$ cat config.mk
export PLATFORM = sky130hd
export DESIGN_NAME = hex_display_ctrl
export DESIGN_NICKNAME = d
export VERILOG_FILES = /design/src/rtl/hex_display_ctrl.sv
export SDC_FILE = /design/constraint.sdc
export NUM_CORES = 1
export LEC_CHECK = 0
export BUFFER_PORTS_ARGS = -buffer_cell sky130_fd_sc_hd__clkbuf_2
export CAP_MARGIN = 10
export CORE_AREA = 2 2 95 119
export CTS_BUF_LIST = sky130_fd_sc_hd__clkbuf_16
export CTS_CLUSTER_SIZE = 24
export DETAILED_ROUTE_END_ITERATION = 10
export DIE_AREA = 0 0 97 121
export PLACE_DENSITY = 0.76
export SYNTH_ARGS = -nofsm -noshare
export SYNTH_HDL_FRONTEND = slang
export SYNTH_SLANG_ARGS = --single-unit
$ cat constraint.sdc
create_clock -name CLOCK_50 -period 4.3 [get_ports CLOCK_50]
set_clock_uncertainty 0.1 [all_clocks]
set_input_delay 0.43 -clock CLOCK_50 [delete_from_list [all_inputs] [get_ports CLOCK_50]]
set_output_delay 0.43 -clock CLOCK_50 [all_outputs]
set_load 0.005 [all_outputs]
$ cat src/rtl/hex_display_ctrl.sv
// Multi-digit active-low seven-segment controller: value register loaded by
// valid/ready, HEX / leading-zero-blank / blink / free-running count modes.
module hex_display_ctrl #(
  parameter int DIGITS  = 6,
  parameter int CLK_HZ  = 50_000_000,
  parameter int TICK_HZ = 2
) (
  input  logic                  CLOCK_50,
  input  logic                  RESET_N,
  input  logic                  load_valid,
  output logic                  load_ready,
  input  logic [4*DIGITS-1:0]   load_value,
  input  logic [1:0]            mode,
  input  logic [DIGITS-1:0]     blink_mask,
  output logic [7*DIGITS-1:0]   HEX,
  output logic                  tick
);

  localparam int DIV = CLK_HZ / TICK_HZ;
  localparam int PW  = (DIV > 2) ? $clog2(DIV) : 1;
  localparam logic [PW-1:0] LAST = PW'(DIV - 1);

  typedef enum logic [1:0] {
    MODE_HEX   = 2'b00,
    MODE_LZB   = 2'b01,
    MODE_BLINK = 2'b10,
    MODE_COUNT = 2'b11
  } mode_t;

  logic [4*DIGITS-1:0] value_q;
  logic [4*DIGITS-1:0] value_next;
  mode_t               mode_q;
  logic [DIGITS-1:0]   mask_q;
  logic                phase_q;
  logic [PW-1:0]       presc_q;
  logic                tick_int;
  logic                accept;
  logic [7*DIGITS-1:0] hex_next;

  function automatic logic [6:0] glyph(input logic [3:0] nib);
    logic [6:0] seg;
    case (nib)
      4'h0: seg = 7'b1000000;
      4'h1: seg = 7'b1111001;
      4'h2: seg = 7'b0100100;
      4'h3: seg = 7'b0110000;
      4'h4: seg = 7'b0011001;
      4'h5: seg = 7'b0010010;
      4'h6: seg = 7'b0000010;
      4'h7: seg = 7'b1111000;
      4'h8: seg = 7'b0000000;
      4'h9: seg = 7'b0010000;
      4'hA: seg = 7'b0001000;
      4'hB: seg = 7'b0000011;
      4'hC: seg = 7'b1000110;
      4'hD: seg = 7'b0100001;
      4'hE: seg = 7'b0000110;
      default: seg = 7'b0001110;
    endcase
    return seg;
  endfunction

  assign tick_int = (presc_q == LAST);
  assign accept   = load_valid && load_ready;

  // A coinciding load takes priority over the COUNT increment.
  always_comb begin
    value_next = value_q;
    if (accept)
      value_next = load_value;
    else if (mode_q == MODE_COUNT && tick_int)
      value_next = value_q + (4*DIGITS)'(1);
  end

  for (genvar gi = 0; gi < DIGITS; gi++) begin : g_digit
    logic upper_zero;
    logic blank;
    assign upper_zero = (value_q[4*DIGITS-1:4*gi] == '0);
    always_comb begin
      blank = 1'b0;
      case (mode_q)
        MODE_LZB:   blank = (gi > 0) && upper_zero;
        MODE_BLINK: blank = mask_q[gi] && phase_q;
        default:    blank = 1'b0;
      endcase
    end
    assign hex_next[7*gi +: 7] = blank ? 7'h7F : glyph(value_q[4*gi +: 4]);
  end

  always_ff @(posedge CLOCK_50 or negedge RESET_N) begin
    if (!RESET_N) begin
      value_q    <= '0;
      mode_q     <= MODE_HEX;
      mask_q     <= '0;
      phase_q    <= 1'b0;
      presc_q    <= '0;
      tick       <= 1'b0;
      load_ready <= 1'b0;
      HEX        <= '1;
    end else begin
      value_q    <= value_next;
      mode_q     <= mode_t'(mode);
      mask_q     <= blink_mask;
      presc_q    <= tick_int ? '0 : presc_q + PW'(1);
      phase_q    <= phase_q ^ tick_int;
      tick       <= tick_int;
      load_ready <= 1'b1;
      HEX        <= hex_next;
    end
  end

endmodule

==> flow_summary.yaml, run 1 <==
final_layout:
  diodes: 0
  drive_gt1_frac: 0.240
  syn2layout_area_growth_pct: 12.6
  instances_no_fill: 783
  final_nets: 716
setup_path:
  crit_chain: "inv_1 > ha_1 > or3b_2 > or4_1 > nand4b_1 > a21o_1 > o311ai_0"
  crit_family: "simple AND/OR/NAND/NOR gates"
  reg2reg_to: "HEX[10]"
  endpoint_kind: "flop"
  cp.arrival_ns: 2.91
  crit_path_max_incr_delay_ns: 0.59
  critPathKind: "reg -> reg"
  r2r-start: "value_q[16]"
  cp.required_ns: 4.44
  critical_path_buf_inv_count: 1
  start_kind: "flop"
  cp_max_fo: 8
  cp_slowest_cell: "or4_1"
  r2r_slack_ns: 1.52
  rr_worst_depth: 7
global_routing:
  grt_usage: 0.237
  grt_max_degree: 62
  antenna_found_initial: 0
  grt_pass1_wl_mm: 22.5
  grt_pass1_vias: 4623
  grt_overflow: 0
clock_network:
  cts_sinks: 102
  cts_tree: "yes"
  cts_setup_buffers: 0
  hold_buffers: 0
  htree_levels: 3
  clockBufferDepth: 2
  clkLatencyLatePin_ns: 0.36
  root_buffer: "clkbuf_16"
  path_clk_slew_ns: 0.08
  post_cts_resized: 0
  cts_buffers: 9
sta:
  fin_crit_ns: 2.78
  slew_violations: 0
  hold_ws_ns: 0.0526
  hold_viol: 0
  rsz0062_at_grt: "false"
  fmax_mhz: 360
  tightestPinTransition_ns: 0.965
  finalSetupViolations: 0
  tns_ns: 0
  maxSlewHeadroom: 0.353
  min_period_over_period: 0.645
power_and_ir_drop:
  netSwitchingFraction: 0.303
  clockPowerShare: 0.308
  power_density_nw_per_um2: 392
  power_w: 0.00252
  internal-power_w: 0.00176
  ir_worst_vdd_uv: 218
  p_switching_w: 0.000764
  combPwrFrac: 0.198
  p_leak_nw: 2.88
  seqPwrFrac: 0.494
drt:
  via_count: 4729
  post-route-drc-count: 0
  wire_per_inst_um: 16.9
  postRouteAntennaNets: 0
  wl_mm: 13.2
  dr.pass1.iters: 5
  first_iter_violations: 221
  via_per_inst: 6.04
synthesis:
  syn_inst: 583
  ys_types: 52
  synth-async-reset-ratio: 1.00
  post-synth-top-count-cell: "dfrtp_1"
  synth_top_area_frac: 0.263
  ys.flop_type: "dfrtp_1"
  yosys_warnings: 0
  syn_area_um2: 5710
  yosys.area.top_type: "dfrtp_1"
  syn_area_per_cell_um2: 9.80
  ys_seq_elements: 102
  synth_edf_count: 0
  yosys-top-cells-count: "60 x dfrtp_1, 55 x nand2_1, 53 x nor2_1"
  synth_nets: 653
  synth_area_leaders: "dfrtp_1 26%, dfstp_2 19%, ha_1 7.7%, o311ai_0 3.8%, nand2_1 3.6%"
  ys_seq_area_frac: 0.456
floorplanning:
  die-area_um2: 11700
  die_w_um: 97
  start_util: 0.541
  rows: 42
  io_pins: 79
  core_area_um2: 10600
  die_h_um: 121
worst_hold_path:
  min_path_type: "in -> async"
job:
  cap_violations: 0
placement:
  placement.io_buffers: 78
  dp.final_hpwl_mm: 9.65
  placed_cells: 767
  gp_congestion: 0.870
outcome:
  status: "complete, no violations"
## cell families (layout without fill, tap and decap cells)
family / Yosys count / in the layout / synth area share
xor gates and xnor gates: 25 / 25 / 0.0383
buffers and inverters: 58 / 126 / 0.0427
muxes: 9 / 9 / 0.0201
and+or+nand+nor: 235 / 235 / 0.222
adders and majority gates: 35 / 35 / 0.0767
other: 1 / 1 / 0.000656
DFF: 102 / 102 / 0.456
AOI/OAI and AO/OA: 118 / 118 / 0.144
## worst reg2reg max path: cells and delay by family (launching register included)
kind / cells / cell delay, ns
AND/OR/NAND/NOR: 3 / 1.29
AO/OA/AOI/OAI: 2 / 0.40
flip-flops: 1 / 0.47
adder cells (fa/ha/maj): 1 / 0.22
buffers and inverters: 1 / 0.17
## cell type report
cell class / count / area, um^2
well taps: 132 / 165
inverters: 30 / 113
fillers: 932 / 4130
repair buffers: 80 / 408
flip-flops and latches: 102 / 2610
multi-input cells: 423 / 2860
clock inverters: 7 / 53.8
clock buffers: 9 / 225
## metal layers
layer	wire length (um)	global-route usage	vias to the layer above
met5	0	0	-
met4	336	0.0995	0
met3	562	0.0363	30
met2	6910	0.418	132
met1	5420	0.289	2312
li1	-	-	2255
## sequential cells by signal (all words and copies together) (netlist names)
signal      flops
tick            1
value_q        24
HEX            42
phase_q         1
mode_q          2
load_ready      1
presc_q        25
mask_q          6
## metrics by stage
step	cell area (um^2)	setup WS, ns	utilization
floorplan	5710	1.86	-
global placement	6150	1.66	0.583
detailed placement	6150	1.60	0.583
CTS	6430	1.57	0.609
global route	6430	1.35	0.609
finish	6430	1.52	0.609
## power groups by stage
stage               combinational, W  clock [W]  sequential (W)
CTS                         0.000503   0.000794         0.00125
global placement            0.000487          0         0.00126
global route                0.000562   0.000827         0.00127
detailed placement          0.000500          0         0.00126
floorplan                   0.000323          0         0.00122
finish                      0.000500   0.000777         0.00125
## placed cells by master (no fill, tap or decap), drive strengths merged, types with 9 or more instances in the layout
master  synthesis  final
nand2          55     55
a31oi          15     15
o211ai         16     16
ha             35     35
dfrtp          60     60
nand3          24     24
a21oi          15     15
nor4           10     10
inv            28     32
nand2b         11     11
nand4          21     21
a21o           12     12
xnor2          18     18
nor2           53     53
o21ai          21     21
clkbuf         21     86
or3             9      9
nor3           11     11
dfstp          42     42
o311ai         25     25
## how the worst max path moves through the flow
stage	start	endpoint	slack, ns	cells after the start
final	value_q[16]	HEX[10]	1.52	7
after global routing	presc_q[23]	presc_q[22]	1.35	5
after CTS	value_q[16]	HEX[10]	1.57	7
after detailed placement	value_q[16]	HEX[10]	1.60	7
after global placement	value_q[16]	HEX[12]	1.66	7
after floorplan	value_q[16]	HEX[13]	1.86	7
Note: power is estimated with default switching activity, not from simulation.
==> inputs of run 2 (changes only) <==
--- a/config.mk
+++ b/config.mk
@@ -5,13 +5,14 @@
 export SDC_FILE = /design/constraint.sdc
 export NUM_CORES = 1
 export LEC_CHECK = 0
+export ABC_AREA = 1
 export BUFFER_PORTS_ARGS = -buffer_cell sky130_fd_sc_hd__clkbuf_2
 export CAP_MARGIN = 10
-export CORE_AREA = 2 2 95 119
+export CORE_AREA = 2 2 100 127
 export CTS_BUF_LIST = sky130_fd_sc_hd__clkbuf_16
 export CTS_CLUSTER_SIZE = 24
 export DETAILED_ROUTE_END_ITERATION = 10
-export DIE_AREA = 0 0 97 121
+export DIE_AREA = 0 0 102 129
 export PLACE_DENSITY = 0.76
 export SYNTH_ARGS = -nofsm -noshare
 export SYNTH_HDL_FRONTEND = slang
==> constraint.sdc (replaced) <==
create_clock -name CLOCK_50 -period 2.3 [get_ports CLOCK_50]
set_clock_uncertainty 0.1 [all_clocks]
set_input_delay 0.23 -clock CLOCK_50 [delete_from_list [all_inputs] [get_ports CLOCK_50]]
set_output_delay 0.23 -clock CLOCK_50 [all_outputs]
set_load 0.005 [all_outputs]
==> run 2 against run 1 <==
Against the previous run: register-to-register slack worse by 1.2 ns; cell area up 11%; first-iteration DRC count is 58% higher; sequential cell count unchanged; largest cell class unchanged.
==> flow_summary.yaml, run 2 <==
outcome:
  status: "complete, no violations"
power_and_ir_drop:
  p_leak_nw: 3.54
  ir_worst_vdd_uv: 440
  power_density_nw_per_um2: 743
clock_network:
  cts_sinks: 102
  clockBufferDepth: 2
  cts_tree: "yes"
  hold_buffers: 9
  post_cts_resized: 0
  root_buffer: "clkbuf_16"
  cts_buffers: 9
  clkLatencyLatePin_ns: 0.35
  path_clk_slew_ns: 0.07
  cts_setup_buffers: 0
  htree_levels: 3
placement:
  preCtsSetupSlack_ns: 0.353
  placement.io_buffers: 78
  place_area_um2: 6810
  gp_congestion: 0.908
  dp.final_hpwl_mm: 11.4
drt:
  met1_length_mm: 6.63
  via_count: 5582
  dr.pass1.iters: 5
  wire_per_inst_um: 14.1
  postRouteAntennaNets: 0
  dr_wl_met3_um: 736
  maxUsedRoutingLayer: "met4"
  wl_met2_mm: 7.50
  via_per_inst: 5.18
  wl_mm: 15.2
  post-route-drc-count: 0
  first_iter_violations: 350
sta:
  hold_ws_ns: 0.0805
  fin_ws_ns: 0.281
  tns_ns: 0
  finalSetupViolations: 0
  maxSlewHeadroom: 0.620
  tightestPinTransition_ns: 0.565
  fin_crit_ns: 2.02
  slew_violations: 0
  min_period_over_period: 0.878
  hold_viol: 0
  rsz0062_at_grt: "false"
  fmax_mhz: 495
synthesis:
  syn_area_per_cell_um2: 7.64
  syn_area_um2: 6230
  post-synth-top-count-cell: "nand2_1"
  synth_area_leaders: "dfrtp_1 24%, dfstp_2 18%, nand2_1 15%, ha_1 7.0%, inv_1 6.0%"
  ys_seq_area_frac: 0.418
  synth_top_area_frac: 0.241
  synth-async-reset-ratio: 1.00
  yosys-top-cells-count: "242 x nand2_1, 100 x inv_1, 73 x nor2_1"
  ys_types: 44
  ys.flop_type: "dfrtp_1"
  ys_seq_elements: 102
  yosys.area.top_type: "dfrtp_1"
  synth_nets: 886
  yosys_warnings: 0
  syn_inst: 816
  synth_edf_count: 0
setup_path:
  r2r-start: "presc_q[0]"
  cp.required_ns: 2.47
  cp.arrival_ns: 2.19
  critPathKind: "reg -> reg"
  rr_worst_depth: 10
  reg2reg_to: "value_q[4]"
  r2r_slack_ns: 0.28
  endpoint_kind: "flop"
  start_kind: "flop"
  cp_max_fo: 24
floorplanning:
  rows: 45
  die-area_um2: 13200
  io_pins: 79
  core_area_um2: 11900
  start_util: 0.522
  die_h_um: 129
  die_w_um: 102
worst_hold_path:
  hold_path_depth: 5
  min_path_type: "in -> reg"
  hold_path_startpoint: "load_value[21]"
  whs_endpoint: "value_q[21]"
final_layout:
  final_cell_mix: "242 x nand2_1, 102 x inv_1, 77 x clkbuf_2"
  largest_reg_flops: 42
  multi_input_area_um2: 3110
  reg_top3: "HEX x42, presc_q x25, value_q x24"
  regMostFlops: "HEX"
  fin_area_um2: 7170
  drive_gt1_frac: 0.189
  fillCellCount: 1118
  final_nets: 978
  ff_latch_area_um2: 2610
  diodes: 0
  syn2layout_area_growth_pct: 15.0
  finish.utilization: 0.600
  layout_commonest_cell: "nand2_1"
global_routing:
  antenna_found_initial: 0
  grt_usage: 0.245
  grt_pass1_vias: 5364
  grt_max_degree: 68
  grt_overflow: 0
  grt_pass1_wl_mm: 25.2
job:
  cap_violations: 0
run 2: cell types whose count changed in the layout (fill, tap and decap cells not counted), sizes merged, moves of 16 or more:
cell	delta
inv	+73
nand2	+193
nand3	+49
nor2	+30
o21ai	+25
o311ai	-22
xnor2	-16
run 2: kinds of logic after synthesis:
logic type | after synthesis | synth area share
AO/OA/AOI/OAI | 100 | 0.0980
XOR/XNOR | 15 | 0.0211
adder cells (fa/ha/maj) | 35 | 0.0703
buffers and inverters | 123 | 0.0833
flip-flops | 102 | 0.418
other | 1 | 0.000602
AND/OR/NAND/NOR | 440 | 0.309
run 2: stage by stage:
step	total power, W	std cells
floorplan	0.00338	816
global placement	0.00395	1052
detailed placement	0.00396	1052
CTS	0.00534	1077
global route	0.00568	1077
finish	0.00532	1077
run 2: power by group:
| part | switching (W) | leakage [nW] | internal (W) |
|---|---|---|---|
| combinational | 0.000853 | 2.19 | 0.000583 |
| clock | 0.000651 | 0.133 | 0.000718 |
| sequential | 0.000249 | 1.21 | 0.00227 |
| total | 0.00175 | 3.54 | 0.00357 |
run 2: worst max path at each step:
stage | start | end | slack (ns) | depth (start not counted)
floorplan | presc_q[0] | value_q[8] | 0.65 | 9
global placement | presc_q[0] | value_q[8] | 0.38 | 9
detailed placement | presc_q[0] | value_q[4] | 0.35 | 10
CTS | presc_q[0] | value_q[4] | 0.29 | 10
global route | presc_q[0] | value_q[4] | 0.08 | 10
finish | presc_q[0] | value_q[4] | 0.28 | 10
run 2: final cells by class:
class                      instances  share of cell area
clock inverter                     7             0.00506
multi-input combinational        591               0.434
tap                              164              0.0286
timing repair buffer             100              0.0828
inverter                         104              0.0548
clock buffer                       9              0.0314
sequential                       102               0.364
run 2: worst max-delay path: stages, from the launching register on:
cell	delay (ns)
dfrtp_1	0.41
ha_1	0.22
nand2_1	0.10
nor2_4	0.15
nand3_1	0.12
nor2_2	0.15
nand3_2	0.11
nand2_4	0.12
buf_4	0.28
nand2_1	0.07
o21ai_1	0.10
run 2: per-layer routing:
layer	vias up	global-route usage
li1	2812	-
met1	2569	0.310
met2	175	0.416
met3	26	0.0369
met4	0	0.101
met5	-	0
